**src/rtl/disp_arb_pkg.sv**
```systemverilog
// disp_arb_pkg: shared states, channel indices and default blank word for disp_arbiter
package disp_arb_pkg;
    typedef enum logic [1:0] {
        S_LIVE  = 2'd0,
        S_MSG   = 2'd1,
        S_ALERT = 2'd2
    } state_t;
    localparam int CH_LIVE = 0;
    localparam int CH_MSG = 1;
    localparam int CH_ALERT = 2;
    localparam logic [31:0] DEFAULT_BLANK_WORD = 32'hFFFF_FFFF;
    function automatic logic [2:0] grant_of(input state_t s);
        return s == S_ALERT ? 3'b001 << CH_ALERT : s == S_MSG ? 3'b001 << CH_MSG : 3'b001 << CH_LIVE;
    endfunction
endpackage

```
**src/rtl/hold_timer.sv**
```systemverilog
// hold_timer: loadable down-counter that stops at zero; expired is high while the count is zero
module hold_timer #(
    parameter int W = 8
) (
    input  logic         clk,
    input  logic         rst,
    input  logic         load,
    input  logic         clear,
    input  logic [W-1:0] value,
    output logic         expired
);
    logic [W-1:0] count;
    always_ff @(posedge clk) begin
        if (rst || clear) count <= '0;
        else if (load) count <= value;
        else if (count != '0) count <= count - 1'b1;
    end
    assign expired = count == '0;
endmodule

```
**src/rtl/disp_arbiter.sv**
```systemverilog
// disp_arbiter: shares the HEX8 word between live status, held info messages and held alerts.
// Define DISP_ARB_BLINK_EN to blink the alert between its snapshot and BLANK_WORD.
import disp_arb_pkg::*;
module disp_arbiter #(
    parameter int          HOLD_CYCLES = 200_000_000,
    parameter logic [31:0] BLANK_WORD  = DEFAULT_BLANK_WORD,
    parameter int          BLINK_HALF  = 25_000_000
) (
    input  logic        clk,
    input  logic        rst,
    input  logic [31:0] live_data,
    input  logic        msg_req,
    input  logic [31:0] msg_data,
    input  logic        alert_req,
    input  logic [31:0] alert_data,
    input  logic        dismiss,
    output logic [31:0] disp_data,
    output logic [2:0]  grant,
    output logic        busy
);
    localparam int HW = $clog2(HOLD_CYCLES);
    if (HOLD_CYCLES < 2 || BLINK_HALF < 1) begin : g_bad_params
        $error("disp_arbiter: HOLD_CYCLES must be >= 2 and BLINK_HALF >= 1");
    end
    state_t state, state_n, base;
    logic pm, pa, pm_n, pa_n, fin, load, hold_exp;
    logic [31:0] msg_snap, alert_snap, alert_word;
    // Expiry/dismiss is resolved first into base; any request this cycle then acts on top of it.
    always_comb begin
        fin = state != S_LIVE && (hold_exp || dismiss);
        base = fin ? (pa ? S_ALERT : pm ? S_MSG : S_LIVE) : state;
        pa_n = fin ? 1'b0 : pa;
        pm_n = (fin && !pa) ? 1'b0 : pm;
        load = fin && base != S_LIVE;
        state_n = base;
        if (alert_req) begin
            state_n = S_ALERT;
            load = 1'b1;
            pa_n = 1'b0;
            pm_n = pm_n | (base == S_MSG) | msg_req;
        end else if (msg_req) begin
            state_n = base == S_ALERT ? S_ALERT : S_MSG;
            load = base != S_ALERT;
            pm_n = base == S_ALERT;
        end
    end
    always_ff @(posedge clk) begin
        if (rst) begin
            state <= S_LIVE;
            pm <= 1'b0;
            pa <= 1'b0;
            msg_snap <= '0;
            alert_snap <= '0;
        end else begin
            state <= state_n;
            pm <= pm_n;
            pa <= pa_n;
            if (msg_req) msg_snap <= msg_data;
            if (alert_req) alert_snap <= alert_data;
        end
    end
    hold_timer #(.W(HW)) u_hold (
        .clk(clk),
        .rst(rst),
        .load(load),
        .clear(state_n == S_LIVE),
        .value(HW'(HOLD_CYCLES - 1)),
        .expired(hold_exp)
    );
`ifdef DISP_ARB_BLINK_EN
    localparam int BW = $clog2(BLINK_HALF + 1);
    logic alert_load, blink_exp, phase;
    assign alert_load = load && state_n == S_ALERT;
    hold_timer #(.W(BW)) u_blink (
        .clk(clk),
        .rst(rst),
        .load(alert_load || (state == S_ALERT && blink_exp)),
        .clear(state_n != S_ALERT),
        .value(BW'(BLINK_HALF - 1)),
        .expired(blink_exp)
    );
    always_ff @(posedge clk) begin
        if (rst || alert_load) phase <= 1'b0;
        else if (state == S_ALERT && blink_exp) phase <= ~phase;
    end
    assign alert_word = phase ? BLANK_WORD : alert_snap;
`else
    assign alert_word = alert_snap;
`endif
    assign disp_data = state == S_ALERT ? alert_word : state == S_MSG ? msg_snap : live_data;
    assign grant = grant_of(state);
    assign busy = state != S_LIVE;
endmodule

```
**config.mk**
```make
export PLATFORM = sky130hd
export DESIGN_NAME = disp_arbiter
export DESIGN_NICKNAME = d
export VERILOG_FILES = /design/src/rtl/disp_arb_pkg.sv /design/src/rtl/hold_timer.sv /design/src/rtl/disp_arbiter.sv
export SDC_FILE = /design/constraint.sdc
export NUM_CORES = 1
export LEC_CHECK = 0
export ABC_AREA = 1
export BUFFER_PORTS_ARGS = -buffer_cell sky130_fd_sc_hd__buf_2
export CORE_MARGIN = 10
export CORE_UTILIZATION = 25
export DETAILED_ROUTE_END_ITERATION = 8
export HOLD_SLACK_MARGIN = 0.03
export SYNTH_ARGS = -nofsm -noshare
export SYNTH_HDL_FRONTEND = slang
export SYNTH_SLANG_ARGS = --single-unit
```
**constraint.sdc**
```tcl
create_clock -name clk -period 5.2 [get_ports clk]
set_input_delay 0.52 -clock clk [delete_from_list [all_inputs] [get_ports clk]]
set_output_delay 0.52 -clock clk [all_outputs]
set_load 0.005 [all_outputs]
```
# After elaboration in Yosys (flattened, before gate mapping)

Index checks and enable logic that the tools add are counted.

Register bits: 95
Input port bits: 101

Add/subtract/negate cells: 1
Equality and inequality tests: 5
Multiplexer cells: 16
Bitwise gates (word level): 2
Reduce and logical (&&, ||, !) cells: 11

Operators with widths:

| operator                | number |
|---|---|
| $mux W32                | 2 |
| $mux W28                | 2 |
| $logic_not A28 Y1       | 1 |
| $reduce_bool A28 Y1     | 1 |
| $sub A28 B1 Y28 const B | 1 |
| $mux W2                 | 5 |
| $mux W1                 | 6 |
| $reduce_bool A2 Y1      | 3 |
| $eq A2 B1 Y1 const B    | 2 |
| $eq A2 B2 Y1 const B    | 2 |
| $mux W3                 | 1 |
| $logic_and A1 B1 Y1     | 2 |
| $logic_not A2 Y1        | 1 |
| $logic_or A1 B1 Y1      | 2 |
| $ne A2 B2 Y1 const B    | 1 |
| $or A1 B1 Y1            | 2 |
| $reduce_or A2 Y1        | 1 |

# Longest topological paths before layout

Gate-level depths: netlist of run 1.

Depth in word-level cells: 11
Mapped depth: 16
Mapped depth without buffers: 16

# Hierarchy

From an unflattened synthesis of run 1, not the netlist that was laid out.

Cell total of the unflattened synthesis: 763
Area total of the unflattened synthesis: 5008.6 um^2

Modules (own cells, without submodules):

| module       | times used | cells each | area an instance (um^2) |
|---|---|---|---|
| disp_arbiter | 1          | 464        | 3121.7 |
| hold_timer   | 1          | 299        | 1886.8 |

# Worst setup path before layout of run 1

OpenSTA, ideal clock, no wires.

Path kind: register to output
Start: reg state[1]
End: out disp_data[0]
Arrival: 1433 ps
Slack: 3247 ps
Cell stages (with the launch flop): 7
Cells stage by stage: dfxtp_1 -> inv_1 -> ha_1 -> clkbuf_1 -> clkbuf_1 -> o21ai_0 -> o21ai_0

Longest elaborated chain between the ends: 3

Ends and longest elaborated chain:

| what                   | line               | RTL |
|---|---|---|
| from (decl)            | disp_arbiter.sv:25 | `state_t state, state_n, base;` |
| from (signal assigned) | disp_arbiter.sv:55 | `state <= state_n;` |
| $eq A2 B1 Y1           | disp_arbiter.sv:90 | `assign disp_data = state == S_ALERT ? alert_word : state == S_MSG ? msg_snap : live_data;` |
| $mux W32               | disp_arbiter.sv:90 |  |
| $mux W32 *             | disp_arbiter.sv:90 |  |
| to (decl)              | disp_arbiter.sv:17 | `output logic [31:0] disp_data,` |

Mark *: on every way between the ends. The rest lies on a longest branch, timed or not.

# Final worst setup path of run 1

Start: reg state[1]
End: out disp_data[4]

The elaborated chain is that of the path after synthesis.

==> metrics.md, run 1 <==
| Metric | Value |
|---|---|
| Status | finished clean |
| Final min period | 2.74 ns |
| Internal | 1.25 mW |
| Cts hold-fix bufs | 0 |
| Vias in the first global route | 4672 |
| Nets | just over 900 |
| Core area | 18900 um^2 |
| DP Cell Count | 1059 |
| Worst-margin pin slew | about 1.1 ns |
| Worst path slowest cell | buf_4 |
| Slew Limit Fails | 0 |
| CP Class | register to primary output |
| Die X-Extent | 159 um |
| DR vias/cell | 4.30 |
| Share of cells above drive strength 1 | 27.6% |
| Drt first-iter violations | 211 |
| Setup_tns | 0 ns |
| CTS tree | yes |
| IO Count | 137 |
| Root Buffer | clkbuf_16 |
| RSZ-0062 raised after global routing | no |
| Slowest stage delay, CP | 0.48 ns |
| TritonCTS buffer count | 9 |
| Crit path top cell by count | o21ai_0 |
| DRT antenna net count | 0 |
| Synth warn | 0 |
| CP required | 4.68 ns |
| Initial Util | 25.6% |
| Crit Path Max Fanout | 50 |
| Final setup viols | 0 |
| Lkg Pwr | roughly 2.6 nW |
| CP Capture Type | primary output |
| Fmax | roughly 0.36 GHz |
| Final HPWL DP | 10600 um |
| WL/cell | 13.3 um |
| Clock power frac | 36.1% |
| Synthesized flop and latch total | 95 |
| Count of input and output buffers | 136 |
| DRC Markers | 0 |
| Via count | around 4600 |
| Sw Share | 30.4% |
| Clock Skews | 0.00487 ns |
| Commonest cells after routing, fill and taps aside | buf_2 (136), o21ai_0 (129), nor2_1 (112) |
| Die area | ~25000 um^2 |
| Sequential fraction of design power | 45.2% |
| Non-Filler Instances | 1080 |
| Fillers | about 2100 |
| Critical path startpoint category | register |
| Largest net degree at the start of global routing | between 60 and 70 |
| Worst hold path class | input pin to register |
| Post-synthesis cell count | 697 |
| Relative slew margins | between 20% and 30% |
| Drt total wl | 14400 um |
| TritonRoute pass-1 iters | 5 |
| Final GP Congestion | 0.904 |
| Net Count, Synth | 802 |
| Max_cap viols | 0 |
| H-tree level count | 3 |
| P per Cell Area | 298 nW/um^2 |
| Synth cell types | 27 |
| Register area share after synthesis | 39.3% |
| Global route overflow | 0 |
| Worst skew pair latency | 0.34 ns |
| Most common cell after layout, fill and taps aside | buf_2 |
| Die height | 159 um |
| CTS max path bufs | 2 |
| Final core utilization | a little under a third |
| Gr usage total | about 11% |
| Fin crit share | 52.8% |
| Crit path cell chain | inv_1 > ha_2 > buf_4 > nand2_1 > o21ai_0 > o21ai_0 > buf_2 |
| Rows | 50 |
| VDD IR max | 0.131 mV |
| Syn_area_per_cell | 6.94 um^2 |
| First-pass GRT wire length | 23300 um |
| Final hold violation count | 0 |
| Initial antenna violation count | 4 |
| Clock-pin transition on the worst setup and hold timing paths | about 0.07 ns |
| Clock Sink Count | 95 |
| CP Data Arrival Time | 2.22 ns |
| Switching power | 0.544 mW |
| Setup repair bufs after CTS | 0 |
| Layout area overhead | 24.3% |
| Gate power share | a little under a fifth |
| Post-CTS Resized | 0 |
| Cell Area, Synth | 4840 um^2 |
## routing by layer
| layer | vias to the layer above | wire [um] | global-route usage (%) |
|---|---|---|---|
| li1 | 2458 | - | - |
| met1 | 2070 | 6500 | 13.2 |
| met2 | 108 | 6660 | 18.0 |
| met3 | 13 | 1010 | 3.92 |
| met4 | 0 | 193 | 3.41 |
| met5 | - | 0 | 0 |
## per-stage QoR
| step | setup WS [ns] | power, mW | hold slack, ns | instance area, um^2 |
|---|---|---|---|---|
| 5_1_grt | 2.22 | 1.90 | 0.361 | 6010 |
| 4_1_cts | 2.43 | 1.81 | 0.356 | 6000 |
| 6_report | 2.46 | 1.79 | 0.365 | 6010 |
| 3_5_place_dp | 2.78 | 1.16 | 0.447 | 5710 |
| 3_3_place_gp | 2.81 | 1.16 | 0.441 | 5710 |
| 2_1_floorplan | 3.25 | 1.04 | 0.429 | 4840 |
## worst max-delay path: cells and delay by family, from the launching register on
kind | cells | cell delay [ns]
adders and majority gates | 1 | 0.35
and+or+nand+nor | 1 | 0.18
AOI/OAI and AO/OA | 2 | 0.19
DFF | 1 | 0.37
buffers and inverters | 3 | 0.76
## flip-flops by register name, indices dropped and copies added (netlist names)
signal	flops
pm	1
msg_snap	32
alert_snap	32
u_hold.count	28
state	2
## cell type report
class	instances	area (um^2)	share of cell area (%)
timing repair buffer	140	711	11.8
clock buffer	9	225	3.74
inverter	71	267	4.43
clock inverter	7	63.8	1.06
antenna	5	12.5	0.208
multi-input combinational	493	2510	41.7
sequential	95	1900	31.6
tap	260	325	5.41
## worst paths after layout
kind,depth (start not counted),slack (ns),to,startpoint
max,7,2.46,disp_data[4],state[1]
min,2,0.37,state[1],rst
max reg2reg,13,2.80,u_hold.count[10],u_hold.count[0]
min reg2reg,2,0.45,msg_snap[25],msg_snap[25]
## synth_stat cells, drive strengths merged
cell type  number  area [um^2]
dfxtp          95         1900
inv            70          263
a21oi          49          294
ha              4         50.1
nor3           10         50.1
clkbuf         30          113
nand4           6         67.6
nor2          135          584
clkinv          1         3.75
nand3b          1         7.51
buf             8         53.8
nand2         117          487
nand3          18          103
xor2           22          193
o21ai         130          662
a31oi           1         6.26
## power groups by stage
stage / sequential, mW / combinational (mW) / clock (mW)
CTS: 0.808 / 0.339 / 0.666
global placement: 0.824 / 0.335 / 0
floorplan: 0.817 / 0.222 / 0
detailed placement: 0.824 / 0.338 / 0
finish: 0.808 / 0.335 / 0.647
global route: 0.815 / 0.383 / 0.704
## kinds of logic (layout without fill, tap and decap cells)
group,Yosys count,count (layout),share of synthesized area [%]
simple gates,287,287,26.8
compound gates,180,180,19.9
buf+inv,109,227,8.95
flops,95,95,39.3
xor+xnor,22,22,3.98
fa+ha+maj,4,4,1.03
other cells,0,5,0
Power figures use the tool's default switching activity.
==> inputs of run 2 (changes only) <==
==> constraint.sdc (replaced) <==
create_clock -name clk -period 2.7 [get_ports clk]
set_input_delay 0.27 -clock clk [delete_from_list [all_inputs] [get_ports clk]]
set_output_delay 0.27 -clock clk [all_outputs]
set_load 0.005 [all_outputs]
==> metrics.md, run 2 (synthesized netlist as in run 1, its figures left out) <==
| Metric | Value |
|---|---|
| Final setup viols | 0 (unchanged) |
| DR vias/cell | 4.24 (-1.5%) |
| Drt total wl | 14200 um (-1.2%) |
| Fin crit share | between 80% and 90% |
| Max_cap viols | 0 (unchanged) |
| Die area | 25300 um^2 (unchanged) |
| Worst skew pair latency | 0.35 ns (about the same) |
| Fillers | 2111 (-1.7%) |
| Cell area after layout | 6060 um^2 (+0.81%) |
| Lkg Pwr | 2.65 nW (+0.69%) |
| CTS max path bufs | 2 (unchanged) |
| Sequential fraction of design power | 45.1% (about the same) |
| First-pass GRT wire length | 23500 um (+1.0%) |
| TritonRoute pass-1 iters | 7 (+2) |
| Worst Setup SP | state[1] |
| VDD IR max | 0.267 mV (+100%) |
| Drt first-iter violations | 161 (-24%) |
| Worst-margin pin slew | 0.605 ns (-0.467 ns) |
| Setup WS post-layout | 0.387 ns (-2.07 ns) |
| Core area | 18900 um^2 (unchanged) |
| Most common cell after layout, fill and taps aside | buf_2 |
| Vias in the first global route | 4595 (-1.6%) |
| Sw Share | 30.2% (-0.14 points) |
| Setup_tns | 0 ns (unchanged) |
| DP Area | 5780 um^2 (+1.1%) |
| Initial antenna violation count | 2 (-2) |
| Initial Util | 25.6% (unchanged) |
| Via count | 4591 (-1.2%) |
| DRT antenna net count | 0 (unchanged) |
| Clock-pin transition on the worst setup and hold timing paths | 0.07 ns (about the same) |
| Count of input and output buffers | 136 (unchanged) |
| CP Capture Type | primary output |
| Reg2Reg Depth | 14 (+1) |
| Worst r2r src | u_hold.count[0] |
| CP Data Arrival Time | 2.04 ns (-0.18 ns) |
| H-tree level count | 3 (unchanged) |
| WL/cell | 13.1 um (-1.5%) |
| Setup repair bufs after CTS | 0 (unchanged) |
| Global route overflow | 0 (unchanged) |
| Crit Path Max Fanout | 33 (-34%) |
| Status | finished clean |
| Cts hold-fix bufs | 0 (unchanged) |
| CTS tree | yes |
| Busiest grt layer | met2 |
| Fmax | 0.432 GHz |
| Largest registers | alert_snap: 32 flops, msg_snap: 32 flops, u_hold.count: 28 flops |
| Dpl ws | 0.500 ns (-2.28 ns) |
| Met3 Use GR | 4.47% (+0.54 points) |
| Final HPWL DP | 10700 um (+1.1%) |
| Clock power frac | 35.7% (-0.4 points) |
| TritonCTS buffer count | 9 (unchanged) |
| Clock Skews | 0.00985 ns (+0.00499 ns) |
| Commonest cells after routing, fill and taps aside | buf_2 (136), o21ai_0 (129), nor2_1 (112) |
| CP Class | register to primary output |
| CP required | 2.43 ns (-2.25 ns) |
| Critical path startpoint category | register |
| Final min period | 2.31 ns |
| Internal | 2.40 mW (+93%) |
| Gate power share | 19.2% (+0.5 points) |
| GRT met1 Usage | 13.5% (+0.26 points) |
| Relative slew margins | 59.6% (+31 points) |
| Hold slack final | 0.120 ns (-0.245 ns) |
| Rows | 50 (unchanged) |
| Slew Limit Fails | 0 (unchanged) |
| Die height | 159 um (unchanged) |
| Switching power | 1.04 mW (+92%) |
| Post-CTS Resized | 0 (unchanged) |
| Nets | 920 (+0.55%) |
| Worst hold path class | input pin to register |
| Gr usage total | 11.1% (+0.046 points) |
| Final hold violation count | 0 (unchanged) |
| Met2 usage in global routing | 17.6% (-0.38 points) |
| Clock Sink Count | 95 (unchanged) |
| Share of cells above drive strength 1 | 27.9% (+0.32 points) |
| Die X-Extent | 159 um (unchanged) |
| Final GP Congestion | 0.857 (-5.1%) |
| IO Count | 137 (unchanged) |
| Worst Hold Depth | 2 (unchanged) |
| P per Cell Area | 568 nW/um^2 (+91%) |
| Layout area overhead | 25.3% |
| Largest net degree at the start of global routing | 68 (-1.4%) |
| RSZ-0062 raised after global routing | no |
| DRC Markers | 0 (unchanged) |
| Min-delay src | rst |
| Root Buffer | clkbuf_16 |
==> run 2: cell types whose count changed in the layout (fill, tap and decap cells not counted) <==
| cell | change |
|---|---|
| buf_12 | +2 |
| buf_4 | +3 |
| diode_2 | -2 |
| clkbuf_1 | +1 |
| inv_6 | -1 |
| clkinvlp_4 | +3 |
| clkinv_4 | -3 |
==> run 2: path summary, 6_finish.rpt <==
path | endpoint | slack (ns)
setup / recovery | disp_data[7] | 0.39
hold / removal | state[1] | 0.12
setup reg to reg | u_hold.count[6] | 0.49
hold reg to reg | msg_snap[12] | 0.46
==> run 2: layout make-up <==
cell class | count | area (um^2) | area share [%]
Multi-Input combinational cell | 493 | 2510 | 41.4
Sequential cell | 95 | 1900 | 31.4
Timing Repair Buffer | 145 | 773 | 12.8
Tap cell | 260 | 325 | 5.37
Inverter | 71 | 267 | 4.40
Clock buffer | 10 | 229 | 3.78
Clock inverter | 6 | 51.3 | 0.846
Antenna cell | 3 | 7.51 | 0.124
==> run 2: power by group through the flow <==
stage / logic (mW) / clock network [mW] / registers (mW)
after global placement: 0.666 / 0 / 1.58
after detailed placement: 0.666 / 0 / 1.59
after floorplan: 0.427 / 0 / 1.57
after CTS: 0.670 / 1.27 / 1.55
after global routing: 0.760 / 1.33 / 1.57
final: 0.662 / 1.23 / 1.55
==> run 2: metrics by stage <==
stage	instances	power, mW	util, %
after floorplan	697	2.00	-
after global placement	1064	2.25	30.6
after detailed placement	1064	2.25	30.6
after CTS	1080	3.50	32.1
after global routing	1081	3.65	32.1
final	1083	3.45	32.1
==> run 2: routing by layer <==
layer | part of all wire (%) | vias to the layer above
met5 | 0 | -
met4 | 1.1 | 0
met3 | 8.1 | 11
met2 | 45 | 110
met1 | 46 | 2004
li1 | - | 2466
==> run 2: worst max-delay path: stages, from the launching register on <==
cell and delay [ns]:
dfxtp_1 0.37, inv_1 0.10, ha_2 0.37, buf_4 0.37, o21ai_0 0.15, o21ai_0 0.17, buf_2 0.15
